==> src/rtl/mem_access_unit.sv <==
// MEM-stage load/store sequencer: valid/ready data-memory port plus a registered writeback bundle.
// Build option: define MISALIGN_CHECK_EN to trap misaligned half/word accesses (adds misalign_out).
//
// state    | meaning
// IDLE     | take a new op; non-memory ops, ready stores and trapped accesses complete here
// REQ      | request presented, waiting for dmem_req_ready
// WAIT_RSP | load accepted, waiting for dmem_rsp_valid or response timeout
module mem_access_unit #(
   parameter int RSP_TIMEOUT = 255
) (
   input  logic        clk,
   input  logic        reset,
   input  logic [31:0] alu_result_in,
   input  logic [31:0] write_data_in,
   input  logic [4:0]  rd_address_in,
   input  logic        data_write_en_in,
   input  logic        reg_write_in,
   input  logic [1:0]  alu_or_load_or_pc_plus_four_in,
   input  logic [31:0] pc_plus_four_in,
   input  logic [1:0]  data_mem_write_command_in,
   input  logic [2:0]  load_gen_command_in,
   output logic        dmem_req_valid,
   input  logic        dmem_req_ready,
   output logic [31:0] dmem_addr,
   output logic        dmem_we,
   output logic [3:0]  dmem_wstrb,
   output logic [31:0] dmem_wdata,
   input  logic        dmem_rsp_valid,
   input  logic [31:0] dmem_rdata,
   output logic        stall_out,
   output logic        wb_valid,
   output logic        wb_reg_write,
   output logic [4:0]  wb_rd,
   output logic [31:0] wb_data,
`ifdef MISALIGN_CHECK_EN
   output logic        misalign_out,
`endif
   output logic        bus_error
);

   localparam int CW = (RSP_TIMEOUT > 1) ? $clog2(RSP_TIMEOUT) : 1;
   localparam logic [CW-1:0] TMO_LOAD = CW'((RSP_TIMEOUT > 0) ? RSP_TIMEOUT - 1 : 0);

   typedef enum logic [1:0] {IDLE, REQ, WAIT_RSP} state_t;

   state_t        r_state, w_state_nxt;
   logic [CW-1:0] r_tmo_cnt;
   logic          w_is_store, w_mem_op, w_sz_byte, w_sz_half, w_misalign;
   logic          w_complete, w_wb_reg_write, w_timeout;
   logic [31:0]   w_wb_data, w_load_data, w_nonmem_data;
   logic [7:0]    w_rbyte;
   logic [15:0]   w_rhalf;

   assign w_is_store = data_write_en_in;
   assign w_mem_op   = data_write_en_in | (alu_or_load_or_pc_plus_four_in == 2'b01);
   assign w_sz_byte  = w_is_store ? (data_mem_write_command_in == 2'b00)
                                  : (load_gen_command_in[1:0] == 2'b00);
   assign w_sz_half  = w_is_store ? (data_mem_write_command_in == 2'b01)
                                  : (load_gen_command_in[1:0] == 2'b01);

`ifdef MISALIGN_CHECK_EN
   assign w_misalign = w_mem_op & ((w_sz_half & alu_result_in[0]) |
                       (~w_sz_byte & ~w_sz_half & (alu_result_in[1:0] != 2'b00)));
`else
   assign w_misalign = 1'b0;
`endif

   assign dmem_addr     = {alu_result_in[31:2], 2'b00};
   assign dmem_we       = w_is_store;
   assign w_nonmem_data = (alu_or_load_or_pc_plus_four_in == 2'b10) ? pc_plus_four_in : alu_result_in;

   always_comb begin
      dmem_wstrb = 4'b1111;
      dmem_wdata = write_data_in;
      if (w_sz_byte) begin
         dmem_wstrb = 4'b0001 << alu_result_in[1:0];
         dmem_wdata = {4{write_data_in[7:0]}};
      end else if (w_sz_half) begin
         dmem_wstrb = alu_result_in[1] ? 4'b1100 : 4'b0011;
         dmem_wdata = {2{write_data_in[15:0]}};
      end
      if (!w_is_store) dmem_wstrb = 4'b0000;
   end

   assign w_rbyte = dmem_rdata[{alu_result_in[1:0], 3'b000} +: 8];
   assign w_rhalf = alu_result_in[1] ? dmem_rdata[31:16] : dmem_rdata[15:0];

   // load_gen_command_in[2] selects zero-extension (LBU/LHU)
   always_comb begin
      w_load_data = dmem_rdata;
      if (w_sz_byte)
         w_load_data = {{24{w_rbyte[7] & ~load_gen_command_in[2]}}, w_rbyte};
      else if (w_sz_half)
         w_load_data = {{16{w_rhalf[15] & ~load_gen_command_in[2]}}, w_rhalf};
   end

   always_comb begin
      w_state_nxt    = r_state;
      dmem_req_valid = 1'b0;
      stall_out      = 1'b0;
      w_complete     = 1'b0;
      w_wb_reg_write = reg_write_in;
      w_wb_data      = w_nonmem_data;
      w_timeout      = 1'b0;
      case (r_state)
         IDLE: begin
            if (!w_mem_op) begin
               w_complete = 1'b1;
            end else if (w_misalign) begin
               w_complete     = 1'b1;
               w_wb_reg_write = 1'b0;
            end else begin
               dmem_req_valid = 1'b1;
               if (dmem_req_ready && w_is_store) begin
                  w_complete     = 1'b1;
                  w_wb_reg_write = 1'b0;
               end else begin
                  stall_out   = 1'b1;
                  w_state_nxt = dmem_req_ready ? WAIT_RSP : REQ;
               end
            end
         end
         REQ: begin
            dmem_req_valid = 1'b1;
            if (dmem_req_ready && w_is_store) begin
               w_complete     = 1'b1;
               w_wb_reg_write = 1'b0;
               w_state_nxt    = IDLE;
            end else begin
               stall_out = 1'b1;
               if (dmem_req_ready) w_state_nxt = WAIT_RSP;
            end
         end
         WAIT_RSP: begin
            if (dmem_rsp_valid) begin
               w_complete  = 1'b1;
               w_wb_data   = w_load_data;
               w_state_nxt = IDLE;
            end else if (RSP_TIMEOUT > 0 && r_tmo_cnt == '0) begin
               w_complete  = 1'b1;
               w_wb_data   = 32'h0;
               w_timeout   = 1'b1;
               w_state_nxt = IDLE;
            end else begin
               stall_out = 1'b1;
            end
         end
         default: w_state_nxt = IDLE;
      endcase
      if (reset) begin
         dmem_req_valid = 1'b0;
         stall_out      = 1'b0;
      end
   end

   // timeout counter reloads outside WAIT_RSP so it is armed on entry
   always_ff @(posedge clk) begin
      if (reset) begin
         r_state      <= IDLE;
         r_tmo_cnt    <= '0;
         wb_valid     <= 1'b0;
         wb_reg_write <= 1'b0;
         wb_rd        <= 5'd0;
         wb_data      <= 32'h0;
         bus_error    <= 1'b0;
      end else begin
         r_state      <= w_state_nxt;
         wb_valid     <= w_complete;
         wb_reg_write <= w_complete & w_wb_reg_write;
         bus_error    <= w_timeout;
         if (w_complete) begin
            wb_rd   <= rd_address_in;
            wb_data <= w_wb_data;
         end
         if (r_state != WAIT_RSP)
            r_tmo_cnt <= TMO_LOAD;
         else if (r_tmo_cnt != '0)
            r_tmo_cnt <= r_tmo_cnt - 1'b1;
      end
   end

`ifdef MISALIGN_CHECK_EN
   always_ff @(posedge clk) begin
      if (reset) misalign_out <= 1'b0;
      else       misalign_out <= (r_state == IDLE) & w_misalign;
   end
`endif

endmodule

==> config.mk <==
export PLATFORM = sky130hd
export DESIGN_NAME = mem_access_unit
export DESIGN_NICKNAME = d
export VERILOG_FILES = /design/src/rtl/mem_access_unit.sv
export SDC_FILE = /design/constraint.sdc
export NUM_CORES = 1
export LEC_CHECK = 0
export CAP_MARGIN = 15
export CORE_UTILIZATION = 36
export CTS_BUF_LIST = sky130_fd_sc_hd__clkbuf_16
export DETAILED_ROUTE_END_ITERATION = 8
export PLACE_DENSITY = 0.82
export RECOVER_POWER = 100
export SYNTH_ARGS = -nofsm -noshare
export SYNTH_HDL_FRONTEND = slang
export SYNTH_SLANG_ARGS = --single-unit
export TNS_END_PERCENT = 50
==> constraint.sdc <==
create_clock -name clk -period 2.45 [get_ports clk]
set_input_delay 0.49 -clock clk [delete_from_list [all_inputs] [get_ports clk]]
set_output_delay 0.49 -clock clk [all_outputs]
set_load 0.01 [all_outputs]
Word level (Yosys, flattened, before mapping)
Index checks and enable logic that the tools add are counted.

storage, ports and cells
  register bits after elaboration = 50
  output and inout port bits = 111
  logic and storage cells = 80

operators by class
  add/subtract/negate cells = 1
  eq/ne operators = 11
  shifts and indexed selects = 2
  multiplexer cells = 42
  bitwise operators = 6
  reductions and logical operators = 10

operator list
  cell                   number
  $mux W32               8
  $shiftx A32 B6 Y8      1
  $mux W16               1
  $mux W4                4
  $mux W8                2
  $mux W1                15
  $mux W2                7
  $eq A2 B1 Y1 const B   4
  $logic_not A8 Y1       1
  $reduce_bool A8 Y1     1
  $sub A8 B1 Y8 const B  1
  $logic_not A2 Y1       3
  $ne A2 B2 Y1 const B   3
  $ne A3 B3 Y1 const B   2
  $pmux W1 S3            2
  $pmux W2 S3            1
  $eq A2 B2 Y1 const B   2
  $pmux W1 S2            2
  $reduce_and A4 Y1      1
  $shl A1 B2 Y4 const A  1
  $and A1 B1 Y1          3
  $reduce_or A3 Y1       1
  $not A1 Y1             2
  $reduce_bool A2 Y1     1
  3 further kinds        3

Longest topological paths before layout
Gate-level depths: netlist of run 1.

  depth in word-level cells = 6
  depth in mapped cells = 8
  mapped depth without buffers = 7

Worst setup path after synthesis of run 1
No wires, ideal clock.

  path kind = input to output
  start = in data_mem_write_command_in[1]
  end = out dmem_wdata[29]
  arrival time = 1.928 ns
  slack = 0.032 ns
  stages on the path = 6
  path through = clkbuf_1 -> nor3b_1 -> nor2_1 -> clkbuf_1 -> a21oi_1 -> o21ai_0

on the way
  word-level cells in the longest chain between the ends = 4
  elaborated cells on any way between the ends = 6
  classes of those cells = eq/ne (1); mux (4); reduce/logical (1)

RTL lines
  element          line  text
  start, declared  20    input logic [1:0] data_mem_write_command_in,
  $eq A2 B1 Y1     58    assign w_sz_half = w_is_store ? (data_mem_write_command_in == 2'b01)
  $mux W1          58
  $mux W32         78    end else if (w_sz_half) begin
  $mux W32 *       75    if (w_sz_byte) begin
  end, declared    27    output logic [31:0] dmem_wdata,

Every way passes the cells marked *; elsewhere a longest branch is shown, timed or not.

Worst setup path in the final report of run 1
  start = reg r_tmo_cnt[3]
  end = out stall_out

on the way
  word-level cells in the longest chain between the ends = 5

RTL lines
  element                 line  text
  start, declared         47    logic [CW-1:0] r_tmo_cnt;
  start signal, assigned  178   r_tmo_cnt <= r_tmo_cnt - 1'b1;
  $logic_not A8 Y1        139   end else if (RSP_TIMEOUT > 0 && r_tmo_cnt == '0) begin
  $mux W1                 139
  $mux W1                 135   if (dmem_rsp_valid) begin
  $pmux W1 S3             105   case (r_state)
  $mux W1                 150   if (reset) begin
  end, declared           30    output logic stall_out,

No other way between the ends.

==> results.py, run 1 <==
metrics = {
    "outcome": {
        "status": "finished clean",
    },
    "grt": {
        "met3_usage": 0.0503,
        "grt_use_met2": 0.494,
        "grt_usage": 0.275,
        "grt_first_pass_wirelength_um": 23900,
        "antenna_found_initial": 0,
        "grt_max_degree": 44,
        "first_global_vias": 4712,
        "gr-max-usage-layer": "met2",
        "grt_use_met1": 0.326,
        "overflow": 0,
    },
    "detailed_routing": {
        "routed_wirelength_um": 15500,
        "antenna_left": 0,
        "wl_per_cell_um": 18.0,
        "drc": 0,
        "drt-pass1-iter-count": 5,
        "via_per_inst": 5.42,
        "num_vias": 4675,
        "drtIter0Drc": 201,
    },
    "timing": {
        "worst_hold_slack_ps": 463,
        "drv_slew": 0,
        "setup_tns_ps": 0,
        "min_period_ps": 2430,
        "skew_ps": 7.12,
        "rsz0062_at_grt": "yes",
        "post-route-period-util": 0.990,
        "worstMarginPinSlew_ps": 599,
        "slew_headroom": 0.599,
        "finalSetupViolCount": 0,
        "fmax_ghz": 0.412,
        "hold_viol_final": 0,
    },
    "setup_path": {
        "crit_type": "flip-flop to primary output",
        "cp_top_family": "simple AND/OR/NAND/NOR gates",
        "worst-path-stages": 5,
        "worstPathMaxFanout": 2,
        "cp_slowest_cell": "or4_4",
        "slowest_delay_ps": 530,
        "crit_buf_inv": 1,
        "path_cells": "or4_4 > or3_4 > a32oi_1 > nor2_1 > buf_2",
        "start_kind": "flip-flop",
        "reg2regPathDepth": 6,
        "reg2reg_setup_slack_ps": 220,
        "arrival_ps": 1940,
        "required_ps": 1960,
        "endpoint_kind": "primary output",
    },
    "hold_path": {
        "holdCritPathClass": "flip-flop to flip-flop",
        "hold_depth": 2,
    },
    "synthesis": {
        "ys_ff_latch": 50,
        "synthCells": 486,
        "yosysWarnings": 0,
        "ys_seq_area_frac": 0.268,
        "synth-compound-area-share": 0.232,
        "synth_area_mm2": 0.00373,
        "synthMuxAreaShare": 0.151,
        "synth_xor_area_frac": 0.0141,
        "synth_simple_gate_area_frac": 0.195,
        "syn_area_per_cell_um2": 7.68,
        "synth.distinct_cells": 48,
        "synth_top_family_by_area": "compound AO/OA/AOI/OAI gates",
        "synthAdderAreaFrac": 0.00670,
    },
    "pwr": {
        "p_total_mw": 2.83,
        "p_leak_nw": 2.74,
        "peakVddDrop_mv": 0.359,
        "p_per_area_mw_per_mm2": 427,
    },
    "clock_tree": {
        "cts_tree": "yes",
        "clk_latency_ps": 290,
        "ctsRootBufferMaster": "clkbuf_16",
        "cts_sinks": 50,
        "cts_buffer_depth": 2,
        "numCtsBuffers": 5,
        "cts_htree_levels": 2,
        "hold_buffers": 0,
        "cts.clk_slew.worst_paths_ps": 70,
    },
    "run": {
        "cap_violations": 0,
    },
    "floorplanning": {
        "dieArea_mm2": 0.0108,
        "fp.dieW_um": 104,
        "start_util": 0.377,
        "coreArea_mm2": 0.00991,
        "top_level_ports": 257,
        "rows": 36,
        "die-height_um": 104,
    },
    "placement": {
        "post-place-cells": 849,
        "dp_hpwl_um": 12300,
        "place_congestion": 0.933,
        "port_buffers": 254,
        "placed_cell_area_mm2": 0.00642,
    },
    "finish": {
        "antennaDiodeCount": 0,
        "fillers": 811,
        "design_area_mm2": 0.00663,
        "layoutNonFillerInstCount": 862,
        "area_growth_pct": 77.5,
        "fin_nets": 876,
        "drive_above_1_share": 0.170,
    },
}
-- report_power, final --
| part | switching (mW) | internal (mW) | total (mW) |
|---|---|---|---|
| clock | 0.319 | 0.388 | 0.707 |
| combinational | 0.518 | 0.667 | 1.18 |
| sequential | 0.0435 | 0.891 | 0.934 |
-- final timing paths --
kind | start | to
min reg2reg | wb_rd[3] | wb_rd[3]
min | wb_rd[3] | wb_rd[3]
max reg2reg | r_tmo_cnt[3] | wb_data[1]
max | r_tmo_cnt[3] | stall_out
-- per-stage QoR --
stage           util  setup slack [ps]
2_1_floorplan      -              32.0
3_3_place_gp   0.648              -449
3_5_place_dp   0.648              -572
4_1_cts        0.666             -90.4
5_1_grt        0.669             -8.47
6_report       0.669              23.7
-- cell families (layout without fill, tap and decap cells) --
logic type,count (synthesis),in the layout
and+or+nand+nor,167,167
muxes,52,52
buffers and inverters,86,328
AOI/OAI and AO/OA,122,122
xor gates and xnor gates,6,6
adders and majority gates,2,2
other,1,2
DFF,50,50
-- cells in the mapped netlist (all sizes together) --
cell     instances  area [um^2]
nand2           79          297
buf             50          357
dfxtp           50         1000
nor2            45          169
mux2            33          372
a21oi           31          155
clkbuf          27          101
a211oi          26          208
mux2i           19          190
a22oi           15          113
o21ai           13         65.1
nor3            11         55.1
inv              9         33.8
nor4             9         71.3
a221oi           8         70.1
nand3            8         40.0
o211ai           8         60.1
a221o            7         70.1
nand2b           5         31.3
xnor2            4         35.0
a311oi           2         17.5
a31oi            2         12.5
ha               2         25.0
nor2b            2         12.5
o31a             2         17.5
or4              2         15.0
xor2             2         17.5
a2bb2oi          1         15.0
a32o             1         10.0
a32oi            1         8.76
and2             1         6.26
and3             1         6.26
conb             1         3.75
nand4            1         6.26
nor3b            1         7.51
o2111ai          1         8.76
o21a             1         7.51
o22ai            1         12.5
o31ai            1         7.51
o32ai            1         8.76
or2              1         6.26
or3              1         6.26
-- worst register-to-register path, cell delays in order (launching register included) --
cell and delay (ps):
dfxtp_1 310, or4_4 530, buf_4 170, o31a_1 310
o22ai_2 200, nor2_1 180, a221o_1 410
-- cell type report --
type                    count  area [um^2]  area share
inverters                   9         33.8     0.00510
multi-input cells         351         2290       0.346
clock buffers               5          125      0.0189
repair buffers            311         2980       0.450
flip-flops and latches     50         1000       0.151
clock inverters             3         26.3     0.00397
well taps                 133          166      0.0251
-- sequential cells by signal (all words and copies together) (netlist names) --
signal        count
wb_data          32
r_tmo_cnt         8
wb_rd             5
r_state           2
bus_error         1
wb_reg_write      1
wb_valid          1
-- placed cells by master, fill, tap and decap left out, drive strengths merged, types with 4 or more instances in the layout --
cell,Yosys,layout
nand2b,5,5
nor3,11,11
nor4,9,9
a211oi,26,26
dfxtp,50,50
nor2,45,45
buf,50,61
o21ai,13,13
clkdlybuf4s50,0,216
a221oi,8,8
a221o,7,7
o211ai,8,8
nand3,8,8
clkbuf,27,9
xnor2,4,4
mux2i,19,19
a22oi,15,15
nand2,79,79
a21oi,31,31
mux2,33,33
dlygate4sd2,0,21
inv,9,11
-- layer usage --
metal	part of all wire	wire, um
met1	0.40	6280
met4	0.032	493
met3	0.064	986
met5	0	0
met2	0.50	7750
-- repair_timing --
action                                  in CTS  in global routing
endpoints found under the hold margin        0                  0
buffers inserted                             3                  2
resized for setup                           54                 16
pin swaps                                    3                  4
endpoints found under the setup margin      36                 42
Power figures use the tool's default switching activity.
==> run 2: changes to the inputs <==
==> constraint.sdc (replaced) <==
create_clock -name clk -period 2.45 [get_ports clk]
set_input_delay 0.49 -clock clk [delete_from_list [all_inputs] [get_ports clk]]
set_output_delay 0.49 -clock clk [all_outputs]
set_load 0.05 [all_outputs]
==> run 2 against run 1 <==
Against the previous run: the run now ends with setup timing left; total power rose by 22%; final cell count fell by 1.5%; sequential power barely moved; first-iteration DRC count rose by 34%; clock skew rose by 0.74 ps; sequential share of layout area rose by 0.084 points; cell area fell by 0.30%; non-clock buffer count fell by 13; die area did not move; maximum frequency fell by 1.4%; critical endpoint unchanged.
==> results.py, run 2 (synthesized netlist as in run 1, its figures left out) <==
metrics = {
    "setup_path": {
        "crit_start": "r_tmo_cnt[4]",
        "slowest_delay_ps": 520,
        "cp_top_family": "simple AND/OR/NAND/NOR gates",
        "required_ps": 1960,
        "path_cells": "or4_4 > or3_4 > a32oi_2 > nor2_2 > buf_12",
        "arrival_ps": 1970,
        "worstPathMaxFanout": 4,
        "start_kind": "flip-flop",
        "r2r_start": "r_tmo_cnt[4]",
        "worstReg2RegEnd": "wb_data[30]",
        "worst-path-stages": 5,
        "crit_end": "stall_out",
        "cp_slowest_cell": "or4_4",
        "crit_buf_inv": 1,
        "reg2regPathDepth": 7,
        "crit_type": "flip-flop to primary output",
        "endpoint_kind": "primary output",
        "reg2reg_setup_slack_ps": 120,
    },
    "finish": {
        "area_growth_pct": 77.0,
        "largest_reg_flops": 32,
        "drive_above_1_share": 0.201,
        "mostFrequentLayoutCell": "clkdlybuf4s50_1",
        "reg_top3": "wb_data (32), r_tmo_cnt (8), wb_rd (5)",
        "fillers": 835,
        "fin_nets": 863,
        "antennaDiodeCount": 0,
        "mostFrequentLayoutCells": "138 x clkdlybuf4s50_1, 79 x nand2_1, 48 x dfxtp_1",
        "regMostFlops": "wb_data",
        "final_util": 0.667,
    },
    "pwr": {
        "p_per_area_mw_per_mm2": 520,
        "p_total_mw": 3.43,
        "peakVddDrop_mv": 0.400,
        "p_leak_nw": 2.73,
    },
    "grt": {
        "grt_max_degree": 31,
        "antenna_found_initial": 0,
        "first_global_vias": 4511,
        "grt_first_pass_wirelength_um": 24600,
        "overflow": 0,
        "grt_usage": 0.287,
    },
    "detailed_routing": {
        "routed_wirelength_um": 15700,
        "via_per_inst": 5.44,
        "drtIter0Drc": 270,
        "drc": 0,
        "drt-pass1-iter-count": 5,
        "num_vias": 4615,
        "antenna_left": 0,
        "wl_per_cell_um": 18.5,
    },
    "clock_tree": {
        "ctsRootBufferMaster": "clkbuf_16",
        "clk_latency_ps": 290,
        "cts_buffer_depth": 2,
        "numCtsBuffers": 5,
        "cts_sinks": 50,
        "cts.clk_slew.worst_paths_ps": 70,
        "cts_htree_levels": 2,
        "cts_tree": "yes",
        "hold_buffers": 0,
    },
    "floorplanning": {
        "coreArea_mm2": 0.00991,
        "top_level_ports": 257,
        "start_util": 0.377,
        "die-height_um": 104,
        "dieArea_mm2": 0.0108,
        "rows": 36,
        "fp.dieW_um": 104,
    },
    "timing": {
        "slew_headroom": 0.546,
        "final.setup.worst_slack_ps": -10.9,
        "hold_viol_final": 0,
        "drv_slew": 0,
        "worstMarginPinSlew_ps": 681,
        "rsz0062_at_grt": "yes",
        "finalSetupViolCount": 1,
        "fmax_ghz": 0.406,
        "post-route-period-util": 1.00,
        "min_period_ps": 2460,
        "skew_ps": 7.85,
    },
    "placement": {
        "port_buffers": 254,
        "place_congestion": 0.941,
        "dp_hpwl_um": 12500,
    },
    "hold_path": {
        "holdCritPathClass": "flip-flop to flip-flop",
    },
    "outcome": {
        "status": "finished, violations left",
        "violations": "setup timing",
    },
    "run": {
        "cap_violations": 0,
    },
}
-- run 2: cell types whose count changed in the layout (fill, tap and decap cells not counted), moves of 5 or more --
cell             delta
clkbuf_1           +40
o21ai_4             +5
dlygate4sd2_1      -19
clkdlybuf4s50_1    -78
o21ai_0             -5
buf_12             +21
clkbuf_4            +8
dlygate4sd3_1      +38
buf_4              -14
-- run 2: worst register-to-register path, stage by stage (launching register included) --
cell and delay [ps]:
dfxtp_2 340, or4_4 520, buf_4 170, o31a_1 300, o22ai_1 220, buf_4 370, nor2_1 80, a311oi_1 230
-- run 2: power breakdown --
part / internal [mW] / leakage, nW / switching [mW]
Sequential: 0.891 / 0.415 / 0.0432
Clock: 0.482 / 0.0760 / 0.317
Combinational: 0.689 / 2.24 / 1.01
Total: 2.06 / 2.73 / 1.37
-- run 2: layout make-up --
| cell class | count | area [um^2] | share of cell area |
|---|---|---|---|
| Sequential cell | 50 | 1000 | 0.152 |
| Inverter | 9 | 33.8 | 0.00511 |
| Tap cell | 133 | 166 | 0.0252 |
| Timing Repair Buffer | 298 | 2860 | 0.433 |
| Clock buffer | 5 | 125 | 0.0189 |
| Clock inverter | 3 | 45.0 | 0.00682 |
| Multi-Input combinational cell | 351 | 2370 | 0.359 |
-- run 2: metal layers --
metal | up-vias | global-route usage | wire (um)
li1 | 2165 | - | -
met2 | 262 | 0.510 | 7980
met3 | 23 | 0.0604 | 1460
met1 | 2165 | 0.348 | 5980
met5 | - | 0 | 0
met4 | 0 | 0.0735 | 315
-- run 2: timing repair --
item | CTS | global route
hold endpoints to repair | 0 | 0
gates resized for setup | 17 | 8
setup buffers | 2 | 0
pin swaps | 4 | 0
setup endpoints to repair | 26 | 38
cloned | 1 | 0
-- run 2: through the flow --
| stage | hold slack (ps) | setup WS, ps | std cells | area (um^2) | TNS, ps |
|---|---|---|---|---|---|
| finish | 458 | -10.9 | 849 | 6610 | -10.9 |
| floorplan | 505 | -31.3 | 487 | 3810 | -75.5 |
| global placement | 439 | -163 | 838 | 6640 | -5330 |
| CTS | 464 | -0.218 | 849 | 6880 | -0.218 |
| global route | 474 | -58.8 | 849 | 6610 | -358 |
| detailed placement | 455 | -264 | 838 | 6640 | -9150 |
-- run 2: how the worst min path moves through the flow --
stage	start	to	slack (ps)	cells after the start
6_report	wb_rd[2]	wb_rd[2]	460	2
5_1_grt	wb_rd[3]	wb_rd[3]	470	2
4_1_cts	wb_rd[2]	wb_rd[2]	460	2
3_5_place_dp	wb_rd[2]	wb_rd[2]	450	2
3_3_place_gp	wb_rd[1]	wb_rd[1]	440	2
2_1_floorplan	r_tmo_cnt[2]	r_tmo_cnt[2]	510	2
==> run 3: changes to the inputs <==
--- a/config.mk
+++ b/config.mk
@@ -8,6 +8,7 @@
 export CAP_MARGIN = 15
 export CORE_UTILIZATION = 36
 export CTS_BUF_LIST = sky130_fd_sc_hd__clkbuf_16
+export CTS_CLUSTER_SIZE = 30
 export DETAILED_ROUTE_END_ITERATION = 8
 export PLACE_DENSITY = 0.82
 export RECOVER_POWER = 100
==> results of run 3 <==
Same layout as run 2: the final DEF is identical, and so are final timing and power.
